[src/rtl/lc3_memory_interface_pkg.sv]
// Shared types for the LC-3 memory interface: FSM states,
// MMIO register addresses and the MMIO address decoder.
package lc3_pkg;

  localparam int ADDR_W_DEF = 16;
  localparam int DATA_W_DEF = 16;

  typedef enum logic [1:0] {
    IDLE,
    ACCESS,
    DONE
  } state_e;

  localparam logic [15:0] KBSR_ADDR = 16'hFE00;
  localparam logic [15:0] KBDR_ADDR = 16'hFE02;
  localparam logic [15:0] DSR_ADDR  = 16'hFE04;
  localparam logic [15:0] DDR_ADDR  = 16'hFE06;

  typedef enum logic [2:0] {
    MMIO_NONE,
    MMIO_KBSR,
    MMIO_KBDR,
    MMIO_DSR,
    MMIO_DDR
  } mmio_sel_e;

  function automatic mmio_sel_e mmio_decode(
    input logic [15:0] a
  );
    mmio_sel_e s;
    case (a)
      KBSR_ADDR: s = MMIO_KBSR;
      KBDR_ADDR: s = MMIO_KBDR;
      DSR_ADDR:  s = MMIO_DSR;
      DDR_ADDR:  s = MMIO_DDR;
      default:   s = MMIO_NONE;
    endcase
    return s;
  endfunction

endpackage

[src/rtl/lc3_memory_interface_if.sv]
// Memory-side request/ack bus between the LC-3 memory
// interface (master) and the memory (slave).
interface lc3_memory_interface_if #(
  parameter int ADDR_W = 16,
  parameter int DATA_W = 16
);

  logic              mem_req;
  logic              mem_we;
  logic [ADDR_W-1:0] mem_addr;
  logic [DATA_W-1:0] mem_wdata;
  logic [DATA_W-1:0] mem_rdata;
  logic              mem_ack;

  modport master (
    output mem_req,
    output mem_we,
    output mem_addr,
    output mem_wdata,
    input  mem_rdata,
    input  mem_ack
  );

  modport slave (
    input  mem_req,
    input  mem_we,
    input  mem_addr,
    input  mem_wdata,
    output mem_rdata,
    output mem_ack
  );

endinterface

[src/rtl/lc3_memory_interface_mmio_regs.sv]
// Keyboard/display device registers (KBSR/KBDR/DSR/DDR),
// used by lc3_memory_interface when MMIO_DECODE_EN is defined.
module lc3_mmio_regs
  import lc3_pkg::*;
#(
  parameter int DATA_W = DATA_W_DEF
) (
  input  logic              clk,
  input  logic              reset,
  input  mmio_sel_e         sel_i,
  input  logic              acc_i,
  input  logic              we_i,
  input  logic [7:0]        wdata_i,
  input  logic              kbd_valid_i,
  input  logic [7:0]        kbd_data_i,
  input  logic              disp_ready_i,
  output logic [DATA_W-1:0] rdata_o,
  output logic              ddr_valid_o,
  output logic [7:0]        ddr_data_o
);

  logic [7:0] kbdr_q;
  logic       flag_q;
  logic       ddr_valid_q;
  logic [7:0] ddr_data_q;
  logic       kbdr_rd;
  logic       ddr_wr;

  assign kbdr_rd = acc_i && !we_i
                && (sel_i == MMIO_KBDR);
  assign ddr_wr  = acc_i && we_i
                && (sel_i == MMIO_DDR);

  always_ff @(posedge clk) begin
    if (reset) begin
      kbdr_q      <= '0;
      flag_q      <= 1'b0;
      ddr_valid_q <= 1'b0;
      ddr_data_q  <= '0;
    end else begin
      ddr_valid_q <= ddr_wr;
      if (ddr_wr) ddr_data_q <= wdata_i;
      // a new keystroke wins over the read-clear
      if (kbd_valid_i) begin
        kbdr_q <= kbd_data_i;
        flag_q <= 1'b1;
      end else if (kbdr_rd) begin
        flag_q <= 1'b0;
      end
    end
  end

  always_comb begin
    rdata_o = '0;
    unique case (1'b1)
      sel_i == MMIO_KBSR:
        rdata_o[DATA_W-1] = flag_q;
      sel_i == MMIO_KBDR:
        rdata_o[7:0] = kbdr_q;
      sel_i == MMIO_DSR:
        rdata_o[DATA_W-1] = disp_ready_i;
      default: ;
    endcase
  end

  assign ddr_valid_o = ddr_valid_q;
  assign ddr_data_o  = ddr_data_q;

endmodule

[src/rtl/lc3_memory_interface.sv]
// LC-3 MAR/MDR and memory handshake FSM; optional MMIO
// keyboard/display decode enabled by MMIO_DECODE_EN.
module lc3_memory_interface
  import lc3_pkg::*;
#(
  parameter int ADDR_W = ADDR_W_DEF,
  parameter int DATA_W = DATA_W_DEF
) (
  input  logic              clk,
  input  logic              reset,
  input  logic [DATA_W-1:0] Bus,
  input  logic              ldMAR,
  input  logic              ldMDR,
  input  logic              MIO_EN,
  input  logic              R_W,
  output logic [ADDR_W-1:0] MAROut,
  output logic [DATA_W-1:0] MDROut,
  output logic              R,
  lc3_memory_interface_if.master mif,
  input  logic              kbd_valid,
  input  logic [7:0]        kbd_data,
  input  logic              disp_ready,
  output logic              ddr_valid,
  output logic [7:0]        ddr_data
);

  state_e            state_q;
  logic [ADDR_W-1:0] mar_q;
  logic [DATA_W-1:0] mdr_q;
  logic              r_q;
  logic              req_q;
  logic              we_q;
  logic              rw_q;

  logic              mmio_hit;
  logic              mmio_acc;
  logic [DATA_W-1:0] mmio_rdata;

  assign mmio_acc = (state_q == IDLE)
                 && MIO_EN && mmio_hit;

`ifdef MMIO_DECODE_EN
  mmio_sel_e sel;

  assign sel      = mmio_decode(16'(mar_q));
  assign mmio_hit = (sel != MMIO_NONE);

  lc3_mmio_regs #(
    .DATA_W (DATA_W)
  ) u_mmio (
    .clk          (clk),
    .reset        (reset),
    .sel_i        (sel),
    .acc_i        (mmio_acc),
    .we_i         (R_W),
    .wdata_i      (mdr_q[7:0]),
    .kbd_valid_i  (kbd_valid),
    .kbd_data_i   (kbd_data),
    .disp_ready_i (disp_ready),
    .rdata_o      (mmio_rdata),
    .ddr_valid_o  (ddr_valid),
    .ddr_data_o   (ddr_data)
  );
`else
  logic unused_mmio;

  assign mmio_hit    = 1'b0;
  assign mmio_rdata  = '0;
  assign ddr_valid   = 1'b0;
  assign ddr_data    = '0;
  assign unused_mmio = ^{kbd_valid, kbd_data,
                         disp_ready, mmio_acc};
`endif

  always_ff @(posedge clk) begin
    if (reset) begin
      state_q <= IDLE;
      mar_q   <= '0;
      mdr_q   <= '0;
      r_q     <= 1'b0;
      req_q   <= 1'b0;
      we_q    <= 1'b0;
      rw_q    <= 1'b0;
    end else begin
      unique case (state_q)
        IDLE: begin
          if (ldMAR) mar_q <= ADDR_W'(Bus);
          if (ldMDR && !MIO_EN) mdr_q <= Bus;
          if (MIO_EN) begin
            rw_q <= R_W;
            if (mmio_hit) begin
              state_q <= DONE;
              r_q     <= 1'b1;
              if (!R_W) mdr_q <= mmio_rdata;
            end else begin
              state_q <= ACCESS;
              req_q   <= 1'b1;
              we_q    <= R_W;
            end
          end
        end
        ACCESS: begin
          if (mif.mem_ack) begin
            state_q <= DONE;
            req_q   <= 1'b0;
            we_q    <= 1'b0;
            r_q     <= 1'b1;
            if (!rw_q) mdr_q <= mif.mem_rdata;
          end
        end
        DONE: begin
          if (!MIO_EN) begin
            state_q <= IDLE;
            r_q     <= 1'b0;
          end
        end
        default: state_q <= IDLE;
      endcase
    end
  end

  assign MAROut        = mar_q;
  assign MDROut        = mdr_q;
  assign R             = r_q;
  assign mif.mem_req   = req_q;
  assign mif.mem_we    = we_q;
  assign mif.mem_addr  = mar_q;
  assign mif.mem_wdata = mdr_q;

endmodule
[src/flat_wrapper.sv]
// flat-port wrapper written by rule: the top's interface ports become plain ports
module lc3_memory_interface_flat import lc3_pkg::*;
#(
  parameter int ADDR_W = ADDR_W_DEF,
  parameter int DATA_W = DATA_W_DEF
)
  (clk, reset, Bus, ldMAR, ldMDR, MIO_EN, R_W, MAROut, MDROut, R, kbd_valid, kbd_data, disp_ready, ddr_valid, ddr_data, mif_mem_req, mif_mem_we, mif_mem_addr, mif_mem_wdata, mif_mem_rdata, mif_mem_ack);
  lc3_memory_interface_if #(.ADDR_W(ADDR_W), .DATA_W(DATA_W)) mif_i ();
  input  logic clk;
  input  logic reset;
  input  logic [DATA_W-1:0] Bus;
  input  logic ldMAR;
  input  logic ldMDR;
  input  logic MIO_EN;
  input  logic R_W;
  output logic [ADDR_W-1:0] MAROut;
  output logic [DATA_W-1:0] MDROut;
  output logic R;
  input  logic kbd_valid;
  input  logic [7:0] kbd_data;
  input  logic disp_ready;
  output logic ddr_valid;
  output logic [7:0] ddr_data;
  output wire logic [$bits(mif_i.mem_req)-1:0] mif_mem_req;
  output wire logic [$bits(mif_i.mem_we)-1:0] mif_mem_we;
  output wire logic [$bits(mif_i.mem_addr)-1:0] mif_mem_addr;
  output wire logic [$bits(mif_i.mem_wdata)-1:0] mif_mem_wdata;
  input wire logic [$bits(mif_i.mem_rdata)-1:0] mif_mem_rdata;
  input wire logic [$bits(mif_i.mem_ack)-1:0] mif_mem_ack;
  assign mif_mem_req = mif_i.mem_req;
  assign mif_mem_we = mif_i.mem_we;
  assign mif_mem_addr = mif_i.mem_addr;
  assign mif_mem_wdata = mif_i.mem_wdata;
  assign mif_i.mem_rdata = mif_mem_rdata;
  assign mif_i.mem_ack = mif_mem_ack;
  lc3_memory_interface #(.ADDR_W(ADDR_W), .DATA_W(DATA_W)) u_core (.clk(clk), .reset(reset), .Bus(Bus), .ldMAR(ldMAR), .ldMDR(ldMDR), .MIO_EN(MIO_EN), .R_W(R_W), .MAROut(MAROut), .MDROut(MDROut), .R(R), .mif(mif_i), .kbd_valid(kbd_valid), .kbd_data(kbd_data), .disp_ready(disp_ready), .ddr_valid(ddr_valid), .ddr_data(ddr_data));
endmodule
[config.mk]
export PLATFORM = sky130hd
export DESIGN_NAME = lc3_memory_interface_flat
export DESIGN_NICKNAME = d
export VERILOG_FILES = /design/src/rtl/lc3_memory_interface_pkg.sv /design/src/rtl/lc3_memory_interface_if.sv /design/src/rtl/lc3_memory_interface_mmio_regs.sv /design/src/rtl/lc3_memory_interface.sv /design/src/flat_wrapper.sv
export SDC_FILE = /design/constraint.sdc
export NUM_CORES = 1
export LEC_CHECK = 0
export ABC_AREA = 1
export CELL_PAD_IN_SITES_DETAIL_PLACEMENT = 0
export CELL_PAD_IN_SITES_GLOBAL_PLACEMENT = 1
export CORE_AREA = 10 10 99 101
export DETAILED_ROUTE_END_ITERATION = 7
export DIE_AREA = 0 0 109 111
export PLACE_DENSITY = 0.93
export SLEW_MARGIN = 20
export SYNTH_ARGS = -nofsm -noshare
export SYNTH_HDL_FRONTEND = slang
export SYNTH_SLANG_ARGS = --single-unit
[constraint.sdc]
create_clock -name clk -period 3.17 [get_ports clk]
set_input_delay 0.634 -clock clk [delete_from_list [all_inputs] [get_ports clk]]
set_output_delay 0.634 -clock clk [all_outputs]
set_load 0.01 [all_outputs]
==> results.ini <==
[sta]
finalCriticalPeriod_ns=2.034
rsz0062_at_grt=false
final_hold_viol_count=0
setup-violations-final=0
period_share=0.6417
fin_setup_tns_ns=0
worst_pin_slew_ns=0.9085
slew_violations=0
slew_headroom=0.3937
fmax_mhz=491.6
skew_ns=0.005056

[pwr]
irDropWorstVdd_mv=0.2052
power_density_mw_per_mm2=474.2
leakagePower_nw=1.298

[synth]
ys_types=21
synthTopCellsByArea=dfxtp_1, nand2_1, buf_4
avgSynthCellArea_um2=6.662
yosysWarnings=0
yosysTopAreaCellShare=0.3858
syn_inst=296
synth_area_mm2=0.001972
ys_seq_area_frac=0.3858
synth-seq-cells=38
synth_area_leader_cell=dfxtp_1

[global_route]
grt.overflow.total=0
grt_pass1_wl_mm=9.701
grt_max_degree=33
grt_use_total=0.09959
antenna_found_initial=0
grt_pass1_vias=1956

[cts]
clkTransAtPathRegs_ns=0.08
numCtsBuffers=5
cts_hold_buf=0
clk-insertion-delay-late_ns=0.29
clockBufferDepth=2
cts_setup_buffers=0
cts_tree=built
numClockSinks=38
cts_root_buf=clkbuf_8
post_cts_resized=0
cts_max_level=2

[die]
placementRows=33
die_h_um=111
start_util=0.2474
core_area_mm2=0.007969
dieArea_mm2=0.01210
die_w_um=109
num_io_pins=125

[final_layout]
multiInputGateArea_um2=784.5
layout_commonest_cell=clkdlybuf4s50_1
final_cell_area_mm2=0.002924
drive_gt1_frac=0.04645
instances_no_fill=471
area_growth_pct=48.29
n_fill_cell=832
diodes=0
most-common-layout-cells=clkdlybuf4s50_1, nand2_1, nor2_1, dfxtp_1, inv_1
nNetsFinal=414
regArea_um2=760.7

[hold_path]
hold_path_class=flip-flop to flip-flop

[worst_setup_path]
arrival_ns=2.21
criticalPathCategory=input pin to flip-flop
worstSetupEndpointType=flip-flop
cp_max_fo=32
worst_setup_path_start_kind=input pin
worstPathRequired_ns=3.34

[detailed_routing]
vias_per_cell=4.051
drt_first_pass_iters=4
vias=1908
drtIter0Drc=57
drc=0
drtAntennaViolNets=0
routedWlPerCell_um=13.27
routed_wl_mm=6.249

[flow_run]
drv_cap=0

[placement]
dp.cells=463
placed_area_mm2=0.002814
portBuffers=105
globalplace.congestion=0.8127
place_hpwl_mm=5.010

[outcome]
run_status=finished, final reports clean

==> where the power goes <==
group          internal, mW  switching [mW]  total (mW)
clock network         0.220           0.171       0.391
registers             0.526          0.0366       0.562
logic                 0.231           0.202       0.433
==> critical path, cell delays in order <==
cell             delay, ns
clkdlybuf4s50_1       0.48
inv_1                 0.05
a21oi_1               0.15
nand3_2               0.49
nor2_1                0.32
nor2_1                0.07
==> synth_stat cells <==
cell type	number
nand3_1	4
buf_2	3
clkbuf_1	4
buf_6	1
clkbuf_8	1
conb_1	1
nor2_2	1
buf_4	42
o21ai_1	1
o21ai_0	15
nand2_4	1
dfxtp_1	38
nand2_1	86
inv_1	19
inv_2	4
nor2_1	64
nor2_4	1
o31ai_1	1
a21oi_1	7
nand2_2	1
nand3_2	1
==> state kept, by name, summed over array words and instances, names as in the netlist <==
| name | flops |
|---|---|
| u_core.MAROut | 16 |
| u_core.MDROut | 16 |
| u_core.state_q | 2 |
| u_core.R | 1 |
| u_core.mif.mem_req | 1 |
| u_core.mif.mem_we | 1 |
| u_core.rw_q | 1 |
==> final timing paths <==
kind / start / end / slack (ns) / depth (start not counted)
worst max-delay path: mif_mem_ack / u_core.MDROut[14]$_SDFFE_PP0P_ / 1.14 / 6
worst min-delay path: u_core.mif.mem_req$_SDFFE_PP0P_ / u_core.mif.mem_req$_SDFFE_PP0P_ / 0.47 / 2
worst max register to register: u_core.state_q[1]$_SDFFE_PP0P_ / u_core.MDROut[14]$_SDFFE_PP0P_ / 1.55 / 5
worst min register to register: u_core.mif.mem_req$_SDFFE_PP0P_ / u_core.mif.mem_req$_SDFFE_PP0P_ / 0.47 / 2
==> cell families after synthesis <==
kind of cell / after synthesis / share of synthesized area
AND/OR/NAND/NOR: 159 / 0.3185
buffers and inverters: 74 / 0.2316
flip-flops: 38 / 0.3858
AO/OA/AOI/OAI: 24 / 0.06218
other: 1 / 0.001902
==> through the flow <==
stage | hold WS (ns) | utilization | setup slack, ns | total power [mW]
3_3_place_gp | 0.4532 | 0.3531 | 0.8721 | 1.006
4_1_cts | 0.4781 | 0.3669 | 1.134 | 1.409
3_5_place_dp | 0.4628 | 0.3531 | 0.8143 | 1.014
2_1_floorplan | 0.4350 | - | 1.854 | 0.8213
6_report | 0.4736 | 0.3669 | 1.136 | 1.386
5_1_grt | 0.4997 | 0.3669 | 0.9410 | 1.474
==> area by class of cell <==
type | count | area share
timing repair buffer | 105 | 0.3594
clock buffer | 8 | 0.03766
multi-input combinational | 192 | 0.2683
tap | 105 | 0.04493
sequential | 38 | 0.2602
inverter | 23 | 0.02953
==> layer usage <==
layer | global-route usage | part of all wire | vias up
met5 | 0 | 0 | -
met2 | 0.1685 | 0.45 | 91
li1 | - | - | 976
met3 | 0.05233 | 0.14 | 8
met1 | 0.1053 | 0.41 | 833
met4 | 0.02463 | 0.011 | 0
No activity file was read; power rests on OpenSTA's default activity.
